<file path="config.mk">
export PLATFORM = sky130hd
export DESIGN_NAME = ball_axis_motion
export DESIGN_NICKNAME = d
export VERILOG_FILES = /design/src/rtl/ball_axis_motion_pkg.sv /design/src/rtl/ball_axis_motion_beam_counter.sv /design/src/rtl/ball_axis_motion.sv
export SDC_FILE = /design/constraint.sdc
export NUM_CORES = 1
export LEC_CHECK = 0
export ABC_AREA = 0
export CORE_MARGIN = 1
export CORE_UTILIZATION = 40
export DETAILED_ROUTE_END_ITERATION = 7
export SLEW_MARGIN = 30
export SYNTH_ARGS = -nofsm -noshare
export SYNTH_HDL_FRONTEND = slang
export SYNTH_SLANG_ARGS = --single-unit
export TNS_END_PERCENT = 50
</file>
<file path="constraint.sdc">
create_clock -name i_Clk -period 2.95 [get_ports i_Clk]
set_input_delay 0.295 -clock i_Clk [delete_from_list [all_inputs] [get_ports i_Clk]]
set_output_delay 0.295 -clock i_Clk [all_outputs]
set_load 0.02 [all_outputs]
</file>
<file path="src/rtl/ball_axis_motion_pkg.sv">
// Shared constants for the ball axis engine: edge-handling modes and FSM state encodings.
package ball_axis_motion_pkg;

   localparam int unsigned EDGE_BOUNCE = 0;
   localparam int unsigned EDGE_WRAP   = 1;
   localparam int unsigned EDGE_CLAMP  = 2;

   typedef logic [0:0] state_t;

   localparam state_t S_IDLE = 1'b0;
   localparam state_t S_MOVE = 1'b1;

endpackage

</file>
<file path="src/rtl/ball_axis_motion_beam_counter.sv">
// Beam position along one axis: cleared on restart, advances one unit per visible cycle, saturates at p_LENGTH.
module ball_beam_counter #(
   parameter int unsigned p_LENGTH = 640,
   parameter int unsigned p_W      = $clog2(p_LENGTH + 1)
) (
   input  logic           i_Clk,
   input  logic           i_Rst_L,
   input  logic           i_Advance,
   input  logic           i_Restart,
   output logic [p_W-1:0] o_Cnt
);

   localparam logic [p_W-1:0] c_LAST = p_W'(p_LENGTH);

   logic [p_W-1:0] r_Cnt;

   always_ff @(posedge i_Clk) begin
      if (!i_Rst_L) begin
         r_Cnt <= '0;
      end else if (i_Restart) begin
         r_Cnt <= '0;
      end else if (i_Advance && (r_Cnt != c_LAST)) begin
         r_Cnt <= r_Cnt + p_W'(1);
      end
   end

   assign o_Cnt = r_Cnt;

endmodule

</file>
<file path="src/rtl/ball_axis_motion.sv">
// Single-axis ball position engine: per-frame motion burst with bounce/wrap/clamp edges and beam-overlap video.
module ball_axis_motion
   import ball_axis_motion_pkg::*;
#(
   parameter int unsigned p_LENGTH     = 640,
   parameter int unsigned p_BALL_SIZE  = 8,
   parameter int unsigned p_SPEED_BITS = 3,
   parameter int unsigned p_EDGE_MODE  = 0,
   parameter int unsigned p_START_DIR  = 1
) (
   input  logic                             i_Clk,
   input  logic                             i_Rst_L,
   input  logic                             i_Advance,
   input  logic                             i_Restart,
   input  logic                             i_Frame,
   input  logic [p_SPEED_BITS-1:0]          i_Speed,
   input  logic                             i_Dir_Load,
   input  logic                             i_Dir,
   input  logic                             i_Serve,
   output logic                             o_Video,
   output logic [$clog2(p_LENGTH+1)-1:0]    o_Pos,
   output logic                             o_Dir,
   output logic                             o_Hit_Lo,
   output logic                             o_Hit_Hi,
   output logic                             o_Busy
);

   localparam int unsigned W = $clog2(p_LENGTH + 1);
   localparam logic [W-1:0] c_MAX    = W'(p_LENGTH - p_BALL_SIZE);
   localparam logic [W-1:0] c_CENTER = W'((p_LENGTH - p_BALL_SIZE) / 2);
   localparam logic [W:0]   c_SIZE   = (W+1)'(p_BALL_SIZE);
   localparam logic         c_START_DIR = (p_START_DIR != 0);

   state_t                  r_State;
   logic [p_SPEED_BITS-1:0] r_Steps;
   logic [W-1:0]            r_Pos;
   logic                    r_Dir;
   logic                    r_Hit_Lo;
   logic                    r_Hit_Hi;

   logic [W-1:0] w_Cnt;
   logic         w_At_Hi;
   logic         w_At_Lo;
   logic [W-1:0] w_Next_Pos;
   logic         w_Abort;
   logic         w_Flip;

   ball_beam_counter #(
      .p_LENGTH (p_LENGTH),
      .p_W      (W)
   ) u_beam_counter (
      .i_Clk     (i_Clk),
      .i_Rst_L   (i_Rst_L),
      .i_Advance (i_Advance),
      .i_Restart (i_Restart),
      .o_Cnt     (w_Cnt)
   );

   // Extended by one bit so pos+size at p_LENGTH cannot overflow the compare.
   assign o_Video = i_Advance
                 && ({1'b0, w_Cnt} >= {1'b0, r_Pos})
                 && ({1'b0, w_Cnt} <  ({1'b0, r_Pos} + c_SIZE));

   assign w_At_Hi = r_Dir  && (r_Pos == c_MAX);
   assign w_At_Lo = !r_Dir && (r_Pos == '0);

   always_comb begin
      w_Next_Pos = r_Dir ? (r_Pos + W'(1)) : (r_Pos - W'(1));
      w_Abort    = 1'b0;
      w_Flip     = 1'b0;
      if (w_At_Hi || w_At_Lo) begin
         if (p_EDGE_MODE == EDGE_WRAP) begin
            w_Next_Pos = r_Dir ? '0 : c_MAX;
         end else if (p_EDGE_MODE == EDGE_CLAMP) begin
            w_Next_Pos = r_Pos;
            w_Abort    = 1'b1;
         end else begin
            w_Next_Pos = r_Dir ? (r_Pos - W'(1)) : (r_Pos + W'(1));
            w_Flip     = 1'b1;
         end
      end
   end

   always_ff @(posedge i_Clk) begin
      if (!i_Rst_L || i_Serve) begin
         r_State  <= S_IDLE;
         r_Steps  <= '0;
         r_Pos    <= c_CENTER;
         r_Dir    <= c_START_DIR;
         r_Hit_Lo <= 1'b0;
         r_Hit_Hi <= 1'b0;
      end else begin
         r_Hit_Lo <= 1'b0;
         r_Hit_Hi <= 1'b0;
         case (r_State)
            S_IDLE: begin
               if (i_Frame) begin
                  r_Steps <= i_Speed;
                  if (i_Speed != '0) r_State <= S_MOVE;
               end
            end
            S_MOVE: begin
               r_Pos    <= w_Next_Pos;
               r_Hit_Lo <= w_At_Lo;
               r_Hit_Hi <= w_At_Hi;
               if (w_Flip) r_Dir <= ~r_Dir;
               if (w_Abort) begin
                  r_Steps <= '0;
                  r_State <= S_IDLE;
               end else begin
                  r_Steps <= r_Steps - p_SPEED_BITS'(1);
                  if (r_Steps == p_SPEED_BITS'(1)) r_State <= S_IDLE;
               end
            end
            default: r_State <= S_IDLE;
         endcase
         // Last assignment wins: a load overrides a same-cycle bounce flip.
         if (i_Dir_Load) r_Dir <= i_Dir;
      end
   end

   assign o_Pos    = r_Pos;
   assign o_Dir    = r_Dir;
   assign o_Hit_Lo = r_Hit_Lo;
   assign o_Hit_Hi = r_Hit_Hi;
   assign o_Busy   = (r_State == S_MOVE);

endmodule

</file>
# After elaboration in Yosys (flattened, before gate mapping)
# Index checks and enable logic that the tools add are counted.
totals:
  reg_bits: 27
  latch_bits: 0
  ram_bits: 0
  mem_bits_ro: 0
  inputBits: 11
  out_inout_bits: 15
  word_cells: 50
  n_memories: 0
op_classes:
  n_addsub: 5
  n_mul: 0
  div: 0
  n_lt_le_gt_ge: 2
  eq_ne: 4
  shift: 0
  n_mux: 13
  bitwise: 3
  n_reduce_logical: 16
ops:
  columns: ["operator", "n"]
  rows:
  - ["2-to-1 mux 10 bit", 3]
  - ["adder 10 x 1 -> 10 bit (second input constant)", 2]
  - ["adder 10 x 4 -> 11 bit (second input constant)", 1]
  - ["< comparator 10 x 11 -> 1 bit", 1]
  - ["equality test 10 bit (second input constant)", 1]
  - ["greater-or-equal comparator 10 bit", 1]
  - ["logical NOT 10 bit", 1]
  - ["inequality test 10 bit (second input constant)", 1]
  - ["subtractor 10 x 1 -> 10 bit (second input constant)", 1]
  - ["2-to-1 mux 1 bit", 7]
  - ["one-hot mux 3 bit (2 select lines)", 1]
  - ["logical AND 1 bit", 5]
  - ["nonzero test 2 bit", 2]
  - ["OR reduction 2 bit", 2]
  - ["equality test 3 x 1 -> 1 bit (second input constant)", 1]
  - ["2-to-1 mux 3 bit", 1]
  - ["inverter 1 bit", 3]
  - ["nonzero test 3 bit", 1]
  - ["subtractor 3 x 1 -> 3 bit (second input constant)", 1]
  - ["logical NOT 1 bit", 2]
  - ["logical OR 1 bit", 2]
  - ["inequality test 2 bit (second input constant)", 1]
  - ["one-hot mux 1 bit (2 select lines)", 1]
  - ["AND reduction 2 bit", 1]

# Longest topological paths before layout
logic_depth:
  depth_word: 7
  ltp_mapped: 9
  depth_no_buf: 8

# Cells and area by module
# A second synthesis with hierarchy kept.
unflattened:
  hier_cells: 243
  area_unflattened_um2: 2067.0
modules_own_cells:
  columns: ["mod", "instances", "cells_each", "area_per_inst_um2", "seq_area_each_um2"]
  rows:
  - ["ball_axis_motion", 1, 183, 1544.0, 340.3]
  - ["ball_beam_counter", 1, 60, 523.0, 200.2]

# Least setup slack after synthesis
# Ideal clock, no wire load.
synth_path:
  path_kind: "flip-flop to output port"
  start: "register r_Pos[3], in the netlist o_Pos[3]"
  end: "output o_Video"
  arrival_time_ps: 2155
  required_ps: 2655
  path_slack_ps: 500
  stages_incl_launch_ff: 9
  n_path_buf: 0
  cell_sequence: "dfxtp_1 > inv_1 > ha_1 > inv_1 > ha_1 > a21oi_1 > o221ai_1 > a2111oi_0 > o21a_1"
synth_via:
  elab_chain_cells: 3
  elab_cells_between_ends: 5
  cone_classes: "add/sub (1); order compare (2); reduce/logical (2)"
synth_rtl:
  columns: ["item", "line_no", "text"]
  rows:
  - ["start, declared", "ball_axis_motion.sv:36", "logic [W-1:0] r_Pos;"]
  - ["start signal, assigned", "ball_axis_motion.sv:88", "r_Pos <= c_CENTER;"]
  - ["start signal, assigned", "ball_axis_motion.sv:103", "r_Pos <= w_Next_Pos;"]
  - ["adder 10 x 4 -> 11 bit or greater-or-equal comparator 10 bit (tied branches)", "ball_axis_motion.sv:62, ball_axis_motion.sv:61", null]
  - ["< comparator 10 x 11 -> 1 bit or logical AND 1 bit (tied branches)", "ball_axis_motion.sv:62, ball_axis_motion.sv:61", null]
  - ["logical AND 1 bit (*)", "ball_axis_motion.sv:62", "&& ({1'b0, w_Cnt} < ({1'b0, r_Pos} + c_SIZE));"]
  - ["end, declared", "ball_axis_motion.sv:20", "output logic o_Video,"]
# Mark *: on every way between the ends. The rest lies on a longest branch, timed or not.

# Worst setup path after layout
layout_path:
  start: "register r_Pos[4], in the netlist o_Pos[4]"
  end: "output o_Video"
# Same word-level chain as after synthesis.

==> run_results.csv <==
group,metric,value,unit
worst_setup_path,worst_ep_arrival_time,2.42,ns
finish,layout.cells.most_common_list,"nor2_1, ha_1, dfxtp_1",
finish,fin_cells,315,
finish,fin_area,0.002357,mm²
synth,mappedNetlistNets,264,
worst_hold_path,hold-path-cell-count,1,
global_route,largest_net_degree_at_the_start_of_global_routing,16,
sta,clock_skew,0.01019,ns
worst_setup_path,critical_path_required,2.65,ns
synth,number_of_distinct_standard_cells_referenced_by_the_synthesized_netlist,44,
sta,max_clock_freq,0.3685,GHz
floorplanning,fp.dieW,71.83,µm
placement,dpl-instance-area,0.002308,mm²
drt,drt.antenna.violating_nets,0,
worst_setup_path,criticalPathCategory,"reg -> out",
synth,synth-seq-area-share,0.2771,
clocking,cts-root-to-sink-buffers,2,
finish,layout_cells_sized_above_1,0.09579,
drt,drt_drc_violations_left,0,
clocking,tritoncts_clock_tree,"yes",
sta,timing.slew.headroom,0.6606,
job,drv.max_cap_violation_count,0,
sta,rsz_0062_raised_after_global_routing,"false",
drt,via_count,1654,
placement,placedCellCount,311,
clocking,cts-htree-levels,1,
worst_hold_path,hold_path.class,"reg -> reg",
floorplanning,core_rows,25,
synth,post_synth_instance_area,0.001951,mm²
global_route,globalRouteTotalUtil,0.1821,
worst_setup_path,cp_slowest_stage_delay,0.40,ns
worst_hold_path,hold_path_startpoint,"r_Steps[0]",
floorplanning,fp.dieArea,0.005160,mm²
clocking,root_buffer_master,"clkbuf_8",
worst_setup_path,crit_path_max_fanout,4,
synth,synth.yosys.warnings,0,
floorplanning,die_y,71.83,µm
clocking,numClockSinks,27,
synth,synth_seq_cells,27,
global_route,global_route_wire_length_before_repair,7389,µm
worst_setup_path,r2r_setup_slack,0.59,ns
synth,syn_avg_cell_area,8.593,µm²
worst_setup_path,timing.critical_path.slowest_stage_cell,"a2111oi_2",
floorplanning,core,0.004692,mm²
pwr,power_density,280.1,mW/mm²
sta,worst_tran_pin_value,0.5020,ns
global_route,grt_antenna_before_repair,0,
sta,final.period_utilization,0.9199,
sta,setup-tns-final,0,ns
sta,hold_violations,0,
clocking,path_clk_slew,0.10,ns
placement,placement.io_buffers,25,
worst_setup_path,worstRegToRegCells,8,
pwr,leakage,0.9819,nW
drt,initialDrtViolationCount,94,
placement,dpl.hpwl,3387,µm
worst_setup_path,rr_endpoint,"o_Pos[5]",
synth,asyncSetResetFlopFracSynth,0,
worst_setup_path,critPathCaptureType,"output port",
drt,postRouteWirelength,4330,µm
drt,avgRoutedWirePerCell,13.75,µm
placement,gp_routability_congestion,0.7866,
drt,detail_route.vias_per_cell,5.251,
clocking,cts_buffers,3,
sta,period_needed,2.714,ns
finish,areaGrowthSynthToFinish,20.85,%
global_route,grt_pass1_vias,1594,
sta,report.final.setup_viol,0,
clocking,postCtsSetupRepairBufs,0,
finish,layout.filler_cells,474,
finish,final_core_util,0.5024,
clocking,cts_hold_repair.buffers,0,
finish,fin_nets,299,
synth,synthCells,227,
floorplanning,ios,26,
synth,synth_edf_count,0,
worst_setup_path,worstPathCellList,"inv_1 > ha_1 > inv_1 > ha_1 > a21oi_1 > o221ai_1 > a2111oi_2 > o21a_1 > clkbuf_2",
sta,max_slew_violation_count,0,
worst_hold_path,worstHoldEndpoint,"r_Steps[0]",
placement,pre_cts_slack,0.05221,ns
synth,dominantRegCellSynth,"dfxtp_1",
sta,hold-worst-slack,0.4848,ns
global_route,globalRouteOverflowTotal,0,
floorplanning,initial_core_util,0.4157,
sta,worst_slack,0.2363,ns
finish,diode_insertion_count_for_antenna_repair,0,
worst_setup_path,setup.worst_path.start_class,"flop",
clocking,clock_latency,0.28,ns
pwr,power.total,0.6603,mW
run_status,run_status,"finished clean",
worst_setup_path,worst_r2r_startpoint,"o_Pos[4]",
pwr,vdd.ir_drop.worst,0.0001851,V
drt,detailedRoute.firstPassIterationCount,4,
state kept, by name, summed over array words and instances (netlist names):
register	flops
o_Pos	10
o_Hit_Lo	1
o_Hit_Hi	1
r_Steps	3
o_Dir	1
o_Busy	1
u_beam_counter.o_Cnt	10
area by class of cell:
class	count	area, µm²	area share
Multi-Input combinational cell	174	1295	0.5494
Sequential cell	27	541.8	0.2298
Timing Repair Buffer	37	335.3	0.1423
Inverter	19	71.32	0.03025
Tap cell	54	67.56	0.02866
Clock buffer	3	41.29	0.01752
Clock inverter	1	5.005	0.002123
synth_stat cells (2+ instances only):
library cell,count,area (µm²)
a211oi_1,5,37.54
a21o_1,2,15.01
a21oi_1,8,40.04
and3_1,2,12.51
buf_6,3,33.78
clkbuf_1,3,11.26
dfxtp_1,27,540.5
ha_1,26,325.3
inv_1,19,71.32
mux2i_1,8,80.08
nand2_1,16,60.06
nand2b_1,3,18.77
nand3_1,9,45.04
nand4_1,6,37.54
nand4b_1,2,17.52
nor2_1,26,97.59
nor2b_1,3,18.77
nor3_1,2,10.01
nor4_1,2,12.51
nor4b_1,2,17.52
o211a_1,2,20.02
o21a_1,4,30.03
o21ai_0,4,20.02
xnor2_1,17,148.9
xor2_1,7,61.31
cells by family after synthesis:
group | after synthesis | share of synthesized area
fa+ha+maj | 26 | 0.1668
xor+xnor | 24 | 0.1078
simple gates | 81 | 0.2181
buf+inv | 26 | 0.06222
flops | 27 | 0.2771
compound gates | 34 | 0.1193
mux | 9 | 0.04875
critical path: cells and delay by family (launching register included):
family	cells	cell delay (ns)
buffers and inverters	3	0.28
DFF	1	0.39
AOI/OAI and AO/OA	4	0.89
adders and majority gates	2	0.56
metal layers:
| layer | GRT usage | up-vias | share of wire | wire length, µm |
|---|---|---|---|---|
| met5 | 0 | - | 0 | 0 |
| li1 | - | 864 | - | - |
| met1 | 0.2534 | 759 | 0.52 | 2256 |
| met4 | 0.06318 | 0 | 0.014 | 61 |
| met3 | 0.02110 | 5 | 0.023 | 101 |
| met2 | 0.2914 | 26 | 0.44 | 1911 |
where the power goes:
group,switching [mW],leakage [nW],internal (mW)
sequential,0.00393,0.218,0.369
clock,0.125,0.0255,0.0951
combinational,0.0325,0.738,0.0346
total,0.162,0.982,0.499
how the worst max path moves through the flow:
stage / depth (start not counted) / start / endpoint
global route: 9 / o_Pos[4] / o_Video
global placement: 9 / o_Pos[3] / o_Video
floorplan: 8 / o_Pos[3] / o_Video
detailed placement: 9 / o_Pos[3] / o_Video
CTS: 9 / o_Pos[4] / o_Video
finish: 9 / o_Pos[4] / o_Video
what timing repair did:
action	in CTS	in global routing
hold endpoints to repair	0	0
gates cloned	0	0
endpoints found under the setup margin	1	1
resized for setup	3	3
Power figures use the tool's default switching activity.
